### config.mk
export PLATFORM = sky130hd
export DESIGN_NAME = y_muldiv
export DESIGN_NICKNAME = d
export VERILOG_FILES = /design/src/rtl/y_muldiv.sv
export SDC_FILE = /design/constraint.sdc
export NUM_CORES = 1
export LEC_CHECK = 0
export CAP_MARGIN = 20
export CORE_MARGIN = 2
export CORE_UTILIZATION = 53
export CTS_BUF_LIST = sky130_fd_sc_hd__clkbuf_4 sky130_fd_sc_hd__clkbuf_8
export DETAILED_ROUTE_END_ITERATION = 8
export DONT_BUFFER_PORTS = 1
export GPL_ROUTABILITY_DRIVEN = 0
export PLACE_DENSITY = 0.68
export SETUP_SLACK_MARGIN = 0.2
export SYNTH_ARGS = -nofsm -noshare
export SYNTH_HDL_FRONTEND = slang
export SYNTH_SLANG_ARGS = --single-unit
### constraint.sdc
create_clock -name clk -period 7.1 [get_ports clk]
set_input_delay 1.065 -clock clk [delete_from_list [all_inputs] [get_ports clk]]
set_output_delay 1.065 -clock clk [all_outputs]
set_load 0.01 [all_outputs]
### src/rtl/y_muldiv.sv
// y_muldiv: iterative multiply/divide unit sitting beside yEX.
//
// Runs MULT/MULTU/DIV/DIVU one bit per cycle. Multiply uses radix-2 shift-add and
// divide uses restoring division. The 2*WIDTH result is held in HI/LO until the
// next operation completes. Latency is fixed at WIDTH+2 edges from the start edge
// to the done cycle and does not depend on the data.
//
// Ports:
//   clk    rising-edge clock
//   rst    asynchronous reset, active high
//   start  launch request, sampled only in IDLE
//   op     00 MULTU, 01 MULT, 10 DIVU, 11 DIV (bit0 = signed)
//   a, b   multiplicand/dividend, multiplier/divisor
//   busy   operation in progress (issue stalls)
//   done   one-cycle pulse, hi/lo/div0 valid in this cycle
//   div0   divide-by-zero flag of the last completed operation
//   hi     mult: upper product, div: remainder
//   lo     mult: lower product, div: quotient
//
// Configuration macro: MULDIV_SIGNED_EN
//   defined   - op[0] selects signed operation (operand and result negation)
//   undefined - op[0] is ignored and every operation is unsigned

module y_muldiv #(
  parameter int unsigned WIDTH = 32
) (
  input  logic             clk,
  input  logic             rst,
  input  logic             start,
  input  logic [1:0]       op,
  input  logic [WIDTH-1:0] a,
  input  logic [WIDTH-1:0] b,
  output logic             busy,
  output logic             done,
  output logic             div0,
  output logic [WIDTH-1:0] hi,
  output logic [WIDTH-1:0] lo
);

  localparam int unsigned CntW = (WIDTH > 1) ? $clog2(WIDTH) : 1;

  typedef enum logic [1:0] {StIdle, StRun, StFin} state_e;

  state_e state_q, state_d;

  logic [CntW-1:0]  cnt_q;
  logic             fin_last_q;  // second FIN cycle: commit to hi/lo
  logic             is_div_q;
  logic             zero_q;      // divisor was zero
  logic [WIDTH-1:0] acc_q;       // partial product high half / partial remainder
  logic [WIDTH-1:0] lo_q;        // multiplier shifting out / quotient shifting in
  logic [WIDTH-1:0] bm_q;        // multiplicand / divisor magnitude

  logic             done_q, div0_q;
  logic [WIDTH-1:0] hi_q, lo_out_q;

  // Operand magnitudes and sign flags.
  logic [WIDTH-1:0] a_mag, b_mag;
`ifdef MULDIV_SIGNED_EN
  logic a_neg, b_neg;
  logic neg_res_q;  // product or quotient negative
  logic neg_rem_q;  // remainder negative (follows dividend)

  assign a_neg = op[0] & a[WIDTH-1];
  assign b_neg = op[0] & b[WIDTH-1];
  assign a_mag = a_neg ? -a : a;
  assign b_mag = b_neg ? -b : b;
`else
  logic unused_op0;
  assign unused_op0 = op[0];
  assign a_mag = a;
  assign b_mag = b;
`endif

  // One datapath iteration.
  logic [WIDTH:0]   mul_sum;
  logic [WIDTH:0]   rem_sh;
  logic [WIDTH:0]   rem_diff;
  logic [WIDTH-1:0] acc_step, lo_step;

  always_comb begin
    mul_sum  = {1'b0, acc_q} + (lo_q[0] ? {1'b0, bm_q} : '0);
    rem_sh   = {acc_q, lo_q[WIDTH-1]};
    rem_diff = rem_sh - {1'b0, bm_q};
    if (is_div_q) begin
      // Bit WIDTH of the difference is the borrow: divisor did not fit.
      if (rem_diff[WIDTH]) begin
        acc_step = rem_sh[WIDTH-1:0];
        lo_step  = {lo_q[WIDTH-2:0], 1'b0};
      end else begin
        acc_step = rem_diff[WIDTH-1:0];
        lo_step  = {lo_q[WIDTH-2:0], 1'b1};
      end
    end else begin
      acc_step = mul_sum[WIDTH:1];
      lo_step  = {mul_sum[0], lo_q[WIDTH-1:1]};
    end
  end

  // Sign fix-up of the raw magnitude result, registered in the first FIN cycle.
  logic [WIDTH-1:0] res_hi, res_lo;

  always_comb begin
    res_hi = acc_q;
    res_lo = lo_q;
`ifdef MULDIV_SIGNED_EN
    if (is_div_q) begin
      if (neg_rem_q) res_hi = -acc_q;
      if (neg_res_q) res_lo = -lo_q;
    end else if (neg_res_q) begin
      {res_hi, res_lo} = -{acc_q, lo_q};
    end
`endif
    // With a zero divisor the remainder path shifts the whole dividend through
    // unchanged, so hi already equals a; only the quotient needs forcing.
    if (is_div_q && zero_q) res_lo = '1;
  end

  // State register.
  always_ff @(posedge clk or posedge rst) begin
    if (rst) state_q <= StIdle;
    else     state_q <= state_d;
  end

  // Next-state logic.
  always_comb begin
    state_d = state_q;
    case (state_q)
      StIdle:  if (start)       state_d = StRun;
      StRun:   if (cnt_q == '0) state_d = StFin;
      StFin:   if (fin_last_q)  state_d = StIdle;
      default:                  state_d = StIdle;
    endcase
  end

  // Outputs.
  always_comb begin
    busy = (state_q != StIdle);
    done = done_q;
    div0 = div0_q;
    hi   = hi_q;
    lo   = lo_out_q;
  end

  // Datapath and result registers.
  always_ff @(posedge clk or posedge rst) begin
    if (rst) begin
      cnt_q      <= '0;
      fin_last_q <= 1'b0;
      is_div_q   <= 1'b0;
      zero_q     <= 1'b0;
      acc_q      <= '0;
      lo_q       <= '0;
      bm_q       <= '0;
      done_q     <= 1'b0;
      div0_q     <= 1'b0;
      hi_q       <= '0;
      lo_out_q   <= '0;
`ifdef MULDIV_SIGNED_EN
      neg_res_q  <= 1'b0;
      neg_rem_q  <= 1'b0;
`endif
    end else begin
      done_q <= 1'b0;
      case (state_q)
        StIdle: begin
          if (start) begin
            cnt_q      <= CntW'(WIDTH - 1);
            fin_last_q <= 1'b0;
            is_div_q   <= op[1];
            zero_q     <= (b == '0);
            acc_q      <= '0;
            lo_q       <= a_mag;
            bm_q       <= b_mag;
`ifdef MULDIV_SIGNED_EN
            neg_res_q  <= a_neg ^ b_neg;
            neg_rem_q  <= a_neg;
`endif
          end
        end
        StRun: begin
          acc_q <= acc_step;
          lo_q  <= lo_step;
          cnt_q <= cnt_q - 1'b1;
        end
        StFin: begin
          if (!fin_last_q) begin
            acc_q      <= res_hi;
            lo_q       <= res_lo;
            fin_last_q <= 1'b1;
          end else begin
            hi_q     <= acc_q;
            lo_out_q <= lo_q;
            div0_q   <= is_div_q & zero_q;
            done_q   <= 1'b1;
          end
        end
        default: ;
      endcase
    end
  end

endmodule

==> impl_metrics.yaml, run 1 <==
floorplanning:
  die_w_microns: 151
  die_h_microns: 151
  coreArea_sq_um: 21100
  die_area_sq_um: 22800
  rows: 53
  start_util_pct: 54.2
  ioPinCount: 136
grt:
  grt.total_usage_pct: 25.2
  antenna_found_initial: 1
  grt_pass1_vias: 8672
  grt_overflow_total: 0
  grt_max_degree: 66
  grt_pass1_wl_microns: 45400
worst_setup_path:
  crit_required_ns: 7.45
  crit_fanout: 35
  end_kind: "flip-flop"
  crit_path_start_kind: "flip-flop"
  path_class: "flip-flop to flip-flop"
  cp.arrival_ns: 4.35
yosys:
  yosys.area.top_type: "dfrtp_1"
  synth_ff_type: "dfrtp_1"
  synthDistinctLibCells: 69
  synth-edff-count: 0
  ys_seq_area_share_pct: 37.6
  synth.top_cells.by_area: "dfrtp_1 38%, mux2_2 9.6%, ha_1 7.7%, o21ai_0 5.4%, mux2i_1 5.3%"
  ys_seq_elements: 172
  async_reset_ff_share_pct: 100
  syn_area_sq_um: 11400
  syn_inst: 1191
  synth_top_area_share_pct: 37.6
  avgSynthCellArea_sq_um: 9.61
  syn-num-nets: 1332
  synth_warnings: 0
sta:
  fin_tns_setup_ns: 0
  final_hold_viol_count: 0
  max_freq_mhz: 250
  setup_viol: 0
  relSlewSlack_pct: 31.3
  fin_skew_ns: 0.0210
  rsz0062_at_grt: "false"
  report.final.slew_viol_count: 0
  hold_ws_ns: 0.470
  fin_crit_ns: 4.00
  finalCritPeriodShare_pct: 56.3
  max_slew.worst_pin.slew_ns: 1.03
clocking:
  cts_tree: "yes"
  cts_buffer_depth: 2
  clock_latency_ns: 0.48
  cts_buffers: 17
  post_cts_buffers: 0
  clkTransAtPathRegs_ns: 0.10
  numClockSinks: 172
  htreeDepth: 4
  cts_hold_buffers: 0
  clockRootBuffer: "clkbuf_8"
  cts_resized: 0
job:
  drv_cap: 0
pwr:
  internal_power_uw: 2830
  p_sw_uw: 2460
  comb_power_share_pct: 56.2
  seqPwrFrac_pct: 29.3
  power_frac_clock_pct: 14.5
  leakagePower_uw: 0.00564
  vdd_ir_drop_max_mv: 0.190
  pwr_density_cell_nw_per_um2: 439
  p_sw_share_pct: 46.5
  power_uw: 5290
finish:
  mostFrequentLayoutCell: "dfrtp_1"
  fillCellCount: 1883
  fin_nets: 1296
  syn_to_final_growth_pct: 5.41
  layout.cells.non_filler: 1444
  layout_common_cells: "171 x dfrtp_1, 123 x o21ai_0, 98 x mux2_2"
  layout-drive-gt1-share_pct: 13.7
hold_path:
  hold_class: "input port to asynchronous set/reset pin"
route:
  final_antenna_net_count: 0
  wirelength_microns: 28000
  drc: 0
  routedWlPerCell_microns: 19.4
  via_per_inst: 6.20
  drt_iter0_drc: 626
  vias: 8950
  first_pass_iters: 5
placed_design:
  dpl.hpwl_microns: 19700
  place.port_buffers: 0
  dp_cells: 1410
status:
  status: "finished clean"
[kinds of logic after synthesis]
kind of cell             count (synthesis)  share of synthesized area, %
multiplexers                           160                          15.1
AND/OR/NAND/NOR                        249                          10.8
buffers and inverters                  124                          4.23
adder cells (fa/ha/maj)                 72                          8.01
flip-flops                             172                          37.6
XOR/XNOR                                52                          4.05
AO/OA/AOI/OAI                          362                          20.2
[layer usage]
metal | track usage, % | up-vias | part of all wire [%]
met5 | 0 | - | 0
met3 | 6.84 | 57 | 7.9
li1 | - | 4285 | -
met2 | 38.5 | 295 | 45
met1 | 34.5 | 4313 | 44
met4 | 9.35 | 0 | 3.0
[power by group through the flow]
stage                     clock network [uW]  logic (uW)  registers, uW
final                                    768        2970           1550
after global routing                     822        3310           1600
after CTS                                779        2950           1550
after detailed placement                   0        2930           1570
after global placement                     0        2890           1570
after floorplan                            0        2410           1440
[synth_stat cells (3+ instances only)]
| cell type | number |
|---|---|
| o21bai_1 | 6 |
| a31oi_1 | 6 |
| o211ai_1 | 40 |
| nand3_1 | 12 |
| mux2i_1 | 61 |
| or3_1 | 6 |
| clkbuf_1 | 48 |
| a41o_1 | 3 |
| nand2_1 | 90 |
| nor2b_1 | 6 |
| a31o_2 | 3 |
| xnor2_1 | 31 |
| nor2_1 | 36 |
| ha_1 | 70 |
| o221ai_1 | 9 |
| o31a_1 | 4 |
| buf_4 | 3 |
| buf_2 | 6 |
| o21a_1 | 7 |
| inv_1 | 56 |
| buf_1 | 9 |
| nand4_1 | 8 |
| nand2b_1 | 8 |
| xor2_1 | 20 |
| a211oi_1 | 9 |
| o31ai_1 | 14 |
| dfrtp_1 | 172 |
| a21o_1 | 27 |
| o21ai_1 | 4 |
| nor3_1 | 13 |
| and2_1 | 35 |
| and3_1 | 9 |
| a21oi_1 | 66 |
| a22oi_1 | 16 |
| a211o_1 | 3 |
| mux2_2 | 98 |
| nor4_1 | 12 |
| o21ai_0 | 123 |
[cell type report]
cell class | count | area (sq um) | area share [%]
antenna | 1 | 2.50 | 0.0208
clock buffer | 17 | 234 | 1.94
clock inverter | 15 | 189 | 1.57
inverter | 58 | 223 | 1.85
multi-input combinational | 895 | 6670 | 55.3
sequential | 172 | 4310 | 35.7
tap | 275 | 344 | 2.85
timing repair buffer | 11 | 90.1 | 0.747
[critical path, cell delays in order (launching register included)]
cell and delay (ns):
dfrtp_1 0.41, inv_1 0.11, ha_1 0.17, inv_1 0.05
fa_1 0.41, a211oi_1 0.29, o211ai_1 0.22, nand4_1 0.14
nand3_1 0.20, o21ai_1 0.30, a21oi_1 0.20, xor2_4 0.15
buf_4 0.52, mux2_2 0.41, a221o_1 0.29
[per-stage QoR]
stage	util, %	area [sq um]	setup slack, ns
2_1_floorplan	-	11400	1.37
3_3_place_gp	55.1	11600	3.20
3_5_place_dp	55.1	11600	3.13
4_1_cts	57.1	12000	3.10
5_1_grt	57.2	12100	2.84
6_report	57.2	12100	3.10
[worst paths after layout]
kind                            startpoint   endpoint  slack [ns]  cells after the start
worst max-delay path              lo_q[31]  acc_q[30]        3.10                     14
worst min-delay path                   rst      lo[4]        0.47                      1
worst max register to register    lo_q[31]  acc_q[30]        3.10                     14
worst min register to register      zero_q     zero_q        0.49                      2
max in group asynchronous              rst   is_div_q        5.40                      2
min in group clk                    zero_q     zero_q        0.49                      2
[registers in the layout, indices dropped and copies added, names as in the netlist]
| register | cells |
|---|---|
| acc_q | 32 |
| bm_q | 32 |
| cnt_q | 5 |
| div0 | 1 |
| done | 1 |
| fin_last_q | 1 |
| hi | 32 |
| is_div_q | 1 |
| lo | 32 |
| lo_q | 32 |
| state_q | 2 |
| zero_q | 1 |
Power figures use the tool's default switching activity.
==> run 2: changes to the inputs <==
--- a/config.mk
+++ b/config.mk
@@ -12,7 +12,7 @@
 export DETAILED_ROUTE_END_ITERATION = 8
 export DONT_BUFFER_PORTS = 1
 export GPL_ROUTABILITY_DRIVEN = 0
-export PLACE_DENSITY = 0.68
+export PLACE_DENSITY = 0.71
 export SETUP_SLACK_MARGIN = 0.2
 export SYNTH_ARGS = -nofsm -noshare
 export SYNTH_HDL_FRONTEND = slang
==> constraint.sdc (replaced) <==
create_clock -name clk -period 3.5 [get_ports clk]
set_input_delay 0.525 -clock clk [delete_from_list [all_inputs] [get_ports clk]]
set_output_delay 0.525 -clock clk [all_outputs]
set_load 0.01 [all_outputs]
==> run 2 against run 1 <==
  * Design area grew 5.6%
  * Flip-flop and latch count is the same
  * Highest routed layer unchanged
  * Largest cell class unchanged
  * Via count grew 3.0%
  * Largest power group unchanged
  * First-iteration DRC count grew 21%
==> impl_metrics.yaml, run 2 (synthesized netlist as in run 1, its figures left out) <==
hold_path:
  min_to: "bm_q[27]"
  worstHoldStart: "b[27]"
  worstHoldPathCells: 1
  hold_class: "input port to flip-flop"
sta:
  fin_tns_setup_ns: 0
  setup_ws_ns: 0.230
  report.final.slew_viol_count: 0
  max_freq_mhz: 306
  finalCritPeriodShare_pct: 93.4
  max_slew.worst_pin.slew_ns: 1.01
  fin_crit_ns: 3.27
  setup_viol: 0
  rsz0062_at_grt: "true"
  relSlewSlack_pct: 32.6
  fin_skew_ns: 0.0132
  final_hold_viol_count: 0
worst_setup_path:
  end_kind: "flip-flop"
  crit_path_start_kind: "flip-flop"
  cp.arrival_ns: 3.66
  r2r-end: "acc_q[0]"
  timing.rr.start: "lo_q[31]"
  path_class: "flip-flop to flip-flop"
  crit_required_ns: 3.89
  crit_fanout: 6
  rr_worst_depth: 14
  regToRegSetupSlack_ns: 0.23
status:
  status: "finished clean"
finish:
  mostFrequentLayoutCell: "dfrtp_1"
  fin_nets: 1349
  layout_common_cells: "171 x dfrtp_1, 122 x o21ai_0, 98 x mux2_2"
  syn_to_final_growth_pct: 11.3
  fillCellCount: 1797
  layout-drive-gt1-share_pct: 19.7
  layout.cells.non_filler: 1497
  stdcell_area_sq_um: 12700
clocking:
  clock_latency_ns: 0.50
  cts_buffer_depth: 2
  numClockSinks: 172
  cts_tree: "yes"
  clockRootBuffer: "clkbuf_8"
  clkTransAtPathRegs_ns: 0.11
  htreeDepth: 4
  cts_buffers: 17
grt:
  grt.total_usage_pct: 26.0
  grt_pass1_wl_microns: 46600
  met3_usage_pct: 7.29
  antenna_found_initial: 1
  grt_pass1_vias: 9025
  use_met1_pct: 35.2
  busiest_layer: "met2"
  grt_overflow_total: 0
  grt_use_met2_pct: 41.1
  grt_max_degree: 95
pwr:
  leakagePower_uw: 0.00591
  power_uw: 11400
  pwr_density_cell_nw_per_um2: 896
  vdd_ir_drop_max_mv: 0.408
route:
  drt_iter0_drc: 759
  wirelength_microns: 29100
  drc: 0
  final_antenna_net_count: 0
  routedWlPerCell_microns: 19.5
  via_per_inst: 6.16
  first_pass_iters: 7
  vias: 9215
floorplanning:
  die_w_microns: 151
  ioPinCount: 136
  die_h_microns: 151
  die_area_sq_um: 22800
  coreArea_sq_um: 21100
  rows: 53
  start_util_pct: 54.2
job:
  drv_cap: 0
placed_design:
  place.port_buffers: 0
  dpl_cell_area_sq_um: 12100
  dp_cells: 1455
  dpl.hpwl_microns: 20500
  pre_cts_ws_ns: 0.0445
-- run 2: changes by cell type in the layout (fill, tap and decap cells not counted), moves of 4 or more --
cell      delta
inv_6        -8
clkinv_8     +6
a21oi_2      +4
a21oi_1      -6
buf_4       +46
buf_12       +5
ha_4         +8
ha_1         -9
-- run 2: worst max-delay path by stage --
stage                   from        end  depth (start not counted)
detailed placement  lo_q[31]   acc_q[0]                         14
finish              lo_q[31]   acc_q[0]                         14
global route        lo_q[31]  acc_q[15]                         15
global placement    lo_q[31]  acc_q[19]                         14
floorplan            lo_q[0]  acc_q[30]                         12
CTS                 lo_q[31]   acc_q[0]                         14
-- run 2: report_power, final --
| group | switching (uW) | internal [uW] |
|---|---|---|
| Sequential | 655 | 2520 |
| Clock | 933 | 553 |
| Combinational | 3730 | 3020 |
-- run 2: metal layers --
metal	vias up	part of all wire, %
li1	4398	-
met1	4460	44
met2	313	46
met3	44	8.2
met4	0	1.5
met5	-	0
-- run 2: worst max-delay path, stage by stage (launching register included) --
cell and delay [ns]:
dfrtp_1 0.42, inv_2 0.10, ha_4 0.14, inv_2 0.04, fa_2 0.37, a211oi_2 0.28
o211ai_1 0.21, nand4_1 0.17, nand3_2 0.14, o21ai_4 0.24, a21oi_4 0.09, xor2_4 0.24
buf_6 0.18, mux2_2 0.35, o221ai_2 0.17
-- run 2: repair_timing --
item | in CTS | in global routing
gates resized for setup | 4 | 23
hold endpoints to repair | 5 | 0
gates cloned | 0 | 1
pin swaps | 1 | 13
hold buffers | 1 | 0
setup buffers | 0 | 7
endpoints found under the setup margin | 18 | 33
-- run 2: layout make-up --
class	instances	area, sq um	area share, %
repair buffers	64	567	4.45
diodes	1	2.50	0.0196
well taps	275	344	2.70
clock buffers	17	234	1.84
inverters	58	221	1.74
multi-input cells	895	6870	53.9
clock inverters	15	193	1.51
flip-flops and latches	172	4310	33.8
-- run 2: through the flow --
step / hold slack (ns) / utilization (%)
2_1_floorplan: 0.449 / -
3_5_place_dp: 0.339 / 57.4
5_1_grt: 0.158 / 60.4
6_report: 0.168 / 60.4
4_1_cts: 0.159 / 59.5
3_3_place_gp: 0.338 / 57.4
